==> src/rtl/int_muldiv_pkg.sv <==
// Shared constants for the iterative RV32M multiply/divide unit:
// funct3 op codes, FSM state encoding and default width.
package int_muldiv_pkg;
  localparam int XLEN_DEF = 32;

  localparam logic [2:0] OP_MUL    = 3'd0;
  localparam logic [2:0] OP_MULH   = 3'd1;
  localparam logic [2:0] OP_MULHSU = 3'd2;
  localparam logic [2:0] OP_MULHU  = 3'd3;
  localparam logic [2:0] OP_DIV    = 3'd4;
  localparam logic [2:0] OP_DIVU   = 3'd5;
  localparam logic [2:0] OP_REM    = 3'd6;
  localparam logic [2:0] OP_REMU   = 3'd7;

  typedef enum logic [1:0] {S_IDLE, S_BUSY, S_DONE} state_t;
endpackage

==> src/rtl/muldiv_sign_fix.sv <==
// Conditional two's-complement negation; used for operand magnitude on entry
// and for the result sign fixup on exit.
module muldiv_sign_fix #(
  parameter int W = 32
) (
  input  logic [W-1:0] x,
  input  logic         neg,
  output logic [W-1:0] z
);
  assign z = neg ? -x : x;
endmodule

==> src/rtl/int_muldiv.sv <==
// Iterative RV32M multiply/divide: shift-add multiply, restoring divide,
// one bit per cycle, plus a single-edge path for divide-by-zero/overflow.
module int_muldiv
  import int_muldiv_pkg::*;
#(
  parameter int XLEN  = XLEN_DEF,
  parameter int TAG_W = 5
) (
  input  logic             clk,
  input  logic             rst_n,
  input  logic             flush,
  input  logic             in_valid,
  output logic             in_ready,
  input  logic [2:0]       op,
  input  logic [XLEN-1:0]  a,
  input  logic [XLEN-1:0]  b,
  input  logic [TAG_W-1:0] tag_in,
  output logic             out_valid,
  input  logic             out_ready,
  output logic [XLEN-1:0]  y,
  output logic [TAG_W-1:0] tag_out
);
  localparam int CW = $clog2(XLEN) + 1;
  localparam logic [XLEN-1:0] SMIN = {1'b1, {(XLEN-1){1'b0}}};

  state_t             state, state_nxt;
  logic [2:0]         op_q;
  logic               neg_q;
  logic [XLEN-1:0]    opb_q;
  logic [2*XLEN-1:0]  prod_q;
  logic [CW-1:0]      cnt_q;

  logic               accept, fast, a_sgn, b_sgn, res_neg;
  logic [XLEN-1:0]    fast_y, y_fin;
  logic [1:0][XLEN-1:0] ent_x, ent_z;
  logic [1:0]         ent_neg;

  assign in_ready  = (state == S_IDLE) || (state == S_DONE && out_ready);
  assign out_valid = (state == S_DONE);
  assign accept    = in_valid && in_ready && !flush;

  // Operand conditioning on entry
  always_comb begin
    a_sgn   = (op == OP_MULH) || (op == OP_MULHSU) || (op == OP_DIV) || (op == OP_REM);
    b_sgn   = (op == OP_MULH) || (op == OP_DIV) || (op == OP_REM);
    ent_x[0]   = a;
    ent_x[1]   = b;
    ent_neg[0] = a_sgn & a[XLEN-1];
    ent_neg[1] = b_sgn & b[XLEN-1];
    res_neg = (op == OP_REM) ? ent_neg[0] : (ent_neg[0] ^ ent_neg[1]);
  end

  for (genvar i = 0; i < 2; i++) begin : g_ent
    muldiv_sign_fix #(.W(XLEN)) u_fix (.x(ent_x[i]), .neg(ent_neg[i]), .z(ent_z[i]));
  end

  always_comb begin
    fast   = 1'b0;
    fast_y = '0;
    if (op[2]) begin
      if (b == '0) begin
        fast   = 1'b1;
        fast_y = op[1] ? a : '1;
      end else if ((op == OP_DIV || op == OP_REM) && a == SMIN && b == '1) begin
        fast   = 1'b1;
        fast_y = op[1] ? '0 : a;
      end
    end
  end

  // One iteration step of each algorithm
  logic [XLEN:0]     mul_sum, div_sh, div_diff;
  logic              div_ge;
  logic [2*XLEN-1:0] mul_nxt, div_nxt;

  always_comb begin
    mul_sum  = {1'b0, prod_q[2*XLEN-1:XLEN]} + (prod_q[0] ? {1'b0, opb_q} : '0);
    mul_nxt  = {mul_sum, prod_q[XLEN-1:1]};
    div_sh   = {prod_q[2*XLEN-1:XLEN], prod_q[XLEN-1]};
    div_diff = div_sh - {1'b0, opb_q};
    div_ge   = ~div_diff[XLEN];
    div_nxt  = {(div_ge ? div_diff[XLEN-1:0] : div_sh[XLEN-1:0]),
                prod_q[XLEN-2:0], div_ge};
  end

  // Exit fixup: divide results sit in the low half so one wide negator serves both
  logic [2*XLEN-1:0] ext_x, ext_z;
  always_comb begin
    if (op_q[2]) ext_x = {{XLEN{1'b0}}, (op_q[1] ? prod_q[2*XLEN-1:XLEN] : prod_q[XLEN-1:0])};
    else         ext_x = prod_q;
    y_fin = (op_q == OP_MUL || op_q[2]) ? ext_z[XLEN-1:0] : ext_z[2*XLEN-1:XLEN];
  end

  muldiv_sign_fix #(.W(2*XLEN)) u_exit (.x(ext_x), .neg(neg_q), .z(ext_z));

  always_comb begin
    state_nxt = state;
    if (flush) state_nxt = S_IDLE;
    else begin
      case (state)
        S_IDLE: if (accept) state_nxt = fast ? S_DONE : S_BUSY;
        S_BUSY: if (cnt_q[CW-1]) state_nxt = S_DONE;
        S_DONE: if (out_ready) state_nxt = accept ? (fast ? S_DONE : S_BUSY) : S_IDLE;
        default: state_nxt = S_IDLE;
      endcase
    end
  end

  always_ff @(posedge clk or negedge rst_n) begin
    if (!rst_n) state <= S_IDLE;
    else        state <= state_nxt;
  end

  // Counter runs XLEN-1..0 over the steps; wrapping negative marks the fixup edge
  always_ff @(posedge clk or negedge rst_n) begin
    if (!rst_n) begin
      op_q <= '0; neg_q <= 1'b0; opb_q <= '0; prod_q <= '0;
      cnt_q <= '0; y <= '0; tag_out <= '0;
    end else if (accept) begin
      op_q    <= op;
      neg_q   <= res_neg;
      tag_out <= tag_in;
      cnt_q   <= CW'(XLEN - 1);
      opb_q   <= op[2] ? ent_z[1] : ent_z[0];
      prod_q  <= {{XLEN{1'b0}}, (op[2] ? ent_z[0] : ent_z[1])};
      if (fast) y <= fast_y;
    end else if (state == S_BUSY && !flush) begin
      if (!cnt_q[CW-1]) begin
        prod_q <= op_q[2] ? div_nxt : mul_nxt;
        cnt_q  <= cnt_q - CW'(1);
      end else begin
        y <= y_fin;
      end
    end
  end
endmodule

==> config.mk <==
export PLATFORM = sky130hd
export DESIGN_NAME = int_muldiv
export DESIGN_NICKNAME = d
export VERILOG_FILES = /design/src/rtl/int_muldiv_pkg.sv /design/src/rtl/muldiv_sign_fix.sv /design/src/rtl/int_muldiv.sv
export SDC_FILE = /design/constraint.sdc
export NUM_CORES = 1
export LEC_CHECK = 0
export CORE_UTILIZATION = 61
export CTS_CLUSTER_DIAMETER = 100
export CTS_CLUSTER_SIZE = 40
export DETAILED_ROUTE_END_ITERATION = 12
export PLACE_DENSITY = 0.83
export SYNTH_ARGS = -nofsm -noshare
export SYNTH_HDL_FRONTEND = slang
export SYNTH_HIERARCHICAL = 1
export SYNTH_SLANG_ARGS = --single-unit
==> constraint.sdc <==
create_clock -name clk -period 4.5 [get_ports clk]
set_clock_uncertainty 0.05 [all_clocks]
set_input_delay 1.125 -clock clk [delete_from_list [all_inputs] [get_ports clk]]
set_output_delay 1.125 -clock clk [all_outputs]
set_load 0.005 [all_outputs]
# --- Word-level counts from Yosys, hierarchy flattened ---
# Index checks and enable logic that the tools add are counted.
word_totals:
  ram_bits: 0
  latchBits: 0
  memories: 0
  in_bits: 77
  ff_bits: 145
  out_inout_bits: 39
  romBits: 0
classes:
  reduce_logical: 23
  bitwise_logic: 4
  multipliers: 0
  eq_ne: 13
  n_lt_le_gt_ge: 0
  mux: 37
  shift: 0
  addsub: 6
  div: 0
ops:
  columns: ["cell", "count"]
  rows:
  - ["2-to-1 mux 32 bit", 17]
  - ["2-to-1 mux 64 bit", 6]
  - ["== test 32 bit, second input constant", 2]
  - ["negation 32 bit", 2]
  - ["negation 64 bit", 1]
  - ["adder 32 x 32 -> 33 bit", 1]
  - ["subtractor 33 x 32 -> 33 bit", 1]
  - ["logical NOT 32 bit", 1]
  - ["2-to-1 mux 6 bit", 3]
  - ["2-to-1 mux 2 bit", 6]
  - ["logical OR 1 bit", 8]
  - ["== test 3 bit, second input constant", 2]
  - ["logical AND 1 bit", 6]
  - ["!= test 3 bit, second input constant", 2]
  - ["one-hot mux 2 bit (3 select lines)", 1]
  - ["AND reduction 3 bit", 2]
  - ["subtractor 6 x 1 -> 6 bit, second input constant", 1]
  - ["2-to-1 mux 1 bit", 4]
  - ["!= test 2 x 1 -> 1 bit, second input constant", 2]
  - ["nonzero test 2 bit", 2]
  - ["== test 3 x 1 -> 1 bit, second input constant", 1]
  - ["== test 3 x 2 -> 1 bit, second input constant", 1]
  - ["logical NOT 3 bit", 1]
  - ["!= test 3 x 2 -> 1 bit, second input constant", 1]
  - ["8 further kinds", 9]

# --- Logic depth before layout (Yosys ltp) ---
depth:
  word_depth: 12
  depth_mapped: 14
  depth_no_buf: 13

# --- Cells and area by module ---
# The synthesis kept the hierarchy.
modules_own_cells:
  columns: ["mod", "instances", "cells_per_inst", "area_per_inst_um2", "seq_area_each_um2"]
  rows:
  - ["int_muldiv", 1, 1505, 12493.2, 3628.5]
  - ["muldiv_sign_fix (u_exit)", 1, 209, 1539.0, 0.0]
  - ["muldiv_sign_fix (g_ent[0].u_fix ...)", 2, 108, 767.0, 0.0]

# --- Worst setup path after synthesis ---
# No wires, ideal clock.
synth_timing:
  path_kind: "input-to-reg"
  from: "input op[2]"
  to: "register prod_q[14]"
  arrival_ns: 3.547
  slack_ns: 0.799
  stages: 10
  n_path_buf: 4
  setup_time_ns: 0.104
  cell_sequence: "clkbuf_1 buf_1 clkbuf_1 mux2i_1 nor2_1 clkbuf_1 o41ai_1 xnor2_1 mux2i_1 a221oi_1"
synth_lines:
  columns: ["item", "line", "rtl"]
  rows:
  - ["start: declaration", "int_muldiv.sv:14", "input logic [2:0] op,"]
  - ["end signal: assignment", "int_muldiv.sv:125", "prod_q <= {{XLEN{1'b0}}, (op[2] ? ent_z[0] : ent_z[1])};"]
  - ["end signal: assignment", "int_muldiv.sv:129", "prod_q <= op_q[2] ? div_nxt : mul_nxt;"]
  - ["end: declaration", "int_muldiv.sv:30", "logic [2*XLEN-1:0] prod_q;"]

# --- Worst setup path in the final report ---
layout_timing:
  from: "register op_q[2]"
  to: "register y[9]"
layout_via:
  elab_chain_len: 7
layout_lines:
  columns: ["item", "line", "rtl"]
  rows:
  - ["start: declaration", "int_muldiv.sv:27", "logic [2:0] op_q;"]
  - ["start signal: assignment", "int_muldiv.sv:120", "op_q <= op;"]
  - ["2-to-1 mux 64 bit", "int_muldiv.sv:89", "if (op_q[2]) ext_x = {{XLEN{1'b0}}, (op_q[1] ? prod_q[2*XLEN-1:XLEN] : prod_q[XLEN-1:0])};"]
  - ["via ext_x[29]", "int_muldiv.sv:87", "logic [2*XLEN-1:0] ext_x, ext_z;"]
  - ["negation 64 bit", "muldiv_sign_fix.sv:10", "assign z = neg ? -x : x;"]
  - ["2-to-1 mux 64 bit", "muldiv_sign_fix.sv:10", null]
  - ["via ext_z[41]", "int_muldiv.sv:87", null]
  - ["2-to-1 mux 32 bit", "int_muldiv.sv:91", "y_fin = (op_q == OP_MUL || op_q[2]) ? ext_z[XLEN-1:0] : ext_z[2*XLEN-1:XLEN];"]
  - ["2-to-1 mux 32 bit", "int_muldiv.sv:128", "if (!cnt_q[CW-1]) begin"]
  - ["2-to-1 mux 32 bit", "int_muldiv.sv:127", "end else if (state == S_BUSY && !flush) begin"]
  - ["2-to-1 mux 32 bit", "int_muldiv.sv:119", "end else if (accept) begin"]
  - ["end signal: assignment", "int_muldiv.sv:126", "if (fast) y <= fast_y;"]
  - ["end signal: assignment", "int_muldiv.sv:132", "y <= y_fin;"]
  - ["end: declaration", "int_muldiv.sv:20", "output logic [XLEN-1:0] y,"]
# The timed path passes the listed nets, and every way through them passes these cells. The select of a mux whose other input is x is not followed.
# A chain may end at the register's enable or synchronous reset.

==> results.yml <==
pwr:
  ir_worst_vdd_v: 0.000486
  p_total_mw: 10.1
  p_per_area_nw_per_um2: 568
  leakage_nw: 7.38
route:
  first_iter_violations: 1673
  wl_per_cell_um: 24.6
  first_pass_iters: 6
  ant_nets: 0
  routed_wl_mm: 57.9
  drc_errors: 0
  viasPerCell: 6.87
  vias: 16146
synthesis:
  synth-seq-area-share_pct: 23.3
  synth_edf_count: 0
  yosysWarnings: 6
  syn-cell-area_um2: 15600
  yosys.cell_types.count: 87
  syn_inst: 1930
  synthFlopType: "dfrtp_1"
  synth_area_per_cell_um2: 8.07
  ys_ff_latch: 145
  synth_nets: 2077
  ys_async_sr_fraction_pct: 100
global_route:
  grtUsageMet3_pct: 9.73
  grt_busiest_layer: "met2"
  grt_pass1_wl_mm: 88.3
  grt_overflow_total: 0
  grt_max_degree: 93
  grt_antenna_before_repair: 3
  grt_pass1_vias: 15286
  track_usage_pct: 44.2
  gr-usage-met1_pct: 55.7
  met2_usage_pct: 69.3
clock_network:
  path_clk_slew_ps: 80
  clockBufferDepth: 2
  clockRootBuffer: "clkbuf_16"
  clk-insertion-delay-late_ps: 440
  cts_made_buffers: 17
  cts-hold-fix-buffers: 0
  cts_sinks: 145
  cts_htree_levels: 4
  post-cts-setup-buffers: 0
  cts_resized: 0
  cts_tree: "yes"
floorplanning:
  dieWidth_um: 162
  die_y_um: 162
  rows: 58
  fp.coreArea_um2: 25100
  io_pins: 116
  initial_utilization_pct: 62.0
  dieArea_um2: 26200
timing:
  finalHoldViolations: 0
  max_freq_ghz: 0.249
  tns_ps: 0
  fin_crit_ps: 4020
  setup_viol: 0
  setup_ws_ps: 479
  post-route-period-util_pct: 89.3
  worst_pin_slew_ps: 1140
  slew_viol_final: 0
  rsz0062_at_grt: "no"
  hold-worst-slack_ps: 432
  slew_headroom_pct: 23.9
place:
  dpl.cell_count: 2317
  post-place-ws_ps: 447
  dp_hpwl_mm: 44.3
  placed_cell_area_um2: 17100
  globalplace.congestion: 1.07
  portBuffers: 115
worst_setup_path:
  r2r_cells: 12
  setup.worst_path.end_class: "register"
  critPathKind: "reg2reg"
  startpoint_type: "register"
  path_max_fanout: 28
  required_ps: 4740
  crit_arrival_ps: 4260
layout:
  area_growth_pct: 13.7
  nNetsFinal: 2153
  final_common_cell: "nand2_1"
  fin_area_um2: 17700
  stdcell_count: 2350
  post-route-util_pct: 70.5
  layout_common_cells: "nand2_1, o21ai_0, xnor2_1"
  drive_gt1_share_pct: 8.52
job:
  drv_cap: 0
min_path:
  hp-class: "reg2reg"
  min_delay_path_depth: 2
outcome:
  status: "completed"
[final timing paths]
check | from | end | slack, ps
min | tag_out[4] | tag_out[4] | 430
min reg2reg | tag_out[4] | tag_out[4] | 430
min in group asynchronous | rst_n | prod_q[63] | 650
max in group asynchronous | rst_n | op_q[2] | 2800
max | op_q[2] | y[9] | 480
max reg2reg | op_q[2] | y[9] | 480
[layout make-up]
| class | instances | area [µm²] |
|---|---|---|
| multi-input cells | 1606 | 11200 |
| flip-flops and latches | 145 | 3630 |
| diodes | 1 | 2.50 |
| clock buffers | 17 | 425 |
| fillers | 2026 | 7400 |
| clock inverters | 15 | 163 |
| repair buffers | 169 | 1590 |
| inverters | 67 | 251 |
| well taps | 330 | 413 |
[where the power goes]
| group | switching, mW | leakage, nW | internal (mW) |
|---|---|---|---|
| combinational | 3.82 | 5.23 | 2.55 |
| sequential | 0.607 | 1.87 | 1.61 |
| clock | 0.712 | 0.288 | 0.749 |
| total | 5.14 | 7.38 | 4.91 |
[layer usage]
layer / up-vias / wire, µm
met5: - / 27
met4: 4 / 3740
met3: 219 / 6010
met2: 1029 / 25900
met1: 7645 / 22200
li1: 7249 / -
[cells by family after synthesis]
logic type               synth area share (%)
AND/OR/NAND/NOR                          21.5
AO/OA/AOI/OAI                            23.3
buffers and inverters                    4.81
multiplexers                             11.8
XOR/XNOR                                 9.57
flip-flops                               23.3
adder cells (fa/ha/maj)                  5.72
[critical path: stages, from the launching register on]
cell and delay [ps]:
dfrtp_4 490, nand2_1 70, buf_4 340, buf_4 240, mux2_2 360, or3_4 440, nor4_4 370, buf_4 210
nand3_1 190, nand2_1 170, xnor2_1 100, mux2i_1 730, o21ai_1 100
[registers in the layout, summed over array words and instances (netlist names)]
signal and count:
y 32, tag_out 5, state 2, prod_q 64
cnt_q 6, op_q 3, opb_q 32, neg_q 1
[cells in the mapped netlist, drive strengths merged, types with 6 or more instances]
cell type | number | area (µm²)
or3 | 23 | 149
nor4 | 33 | 273
o21ai | 187 | 940
nand3 | 25 | 130
inv | 67 | 251
o41ai | 34 | 384
nor3 | 20 | 111
a211oi | 7 | 57.6
nor2 | 120 | 458
and3 | 10 | 62.6
o21a | 9 | 67.6
a21o | 35 | 263
mux2 | 30 | 338
xor2 | 16 | 140
mux2i | 149 | 1490
nand2b | 21 | 131
nand3b | 6 | 45.0
ha | 68 | 851
a21oi | 76 | 384
a21boi | 9 | 67.6
clkbuf | 86 | 323
xnor2 | 154 | 1350
and2 | 34 | 213
buf | 26 | 174
dfrtp | 145 | 3630
nand4 | 27 | 169
o31ai | 42 | 315
nand2 | 236 | 893
a22oi | 41 | 308
o221ai | 36 | 315
a31oi | 13 | 81.3
or4 | 23 | 195
o21bai | 7 | 52.6
nor2b | 41 | 264
Power figures use the tool's default switching activity.
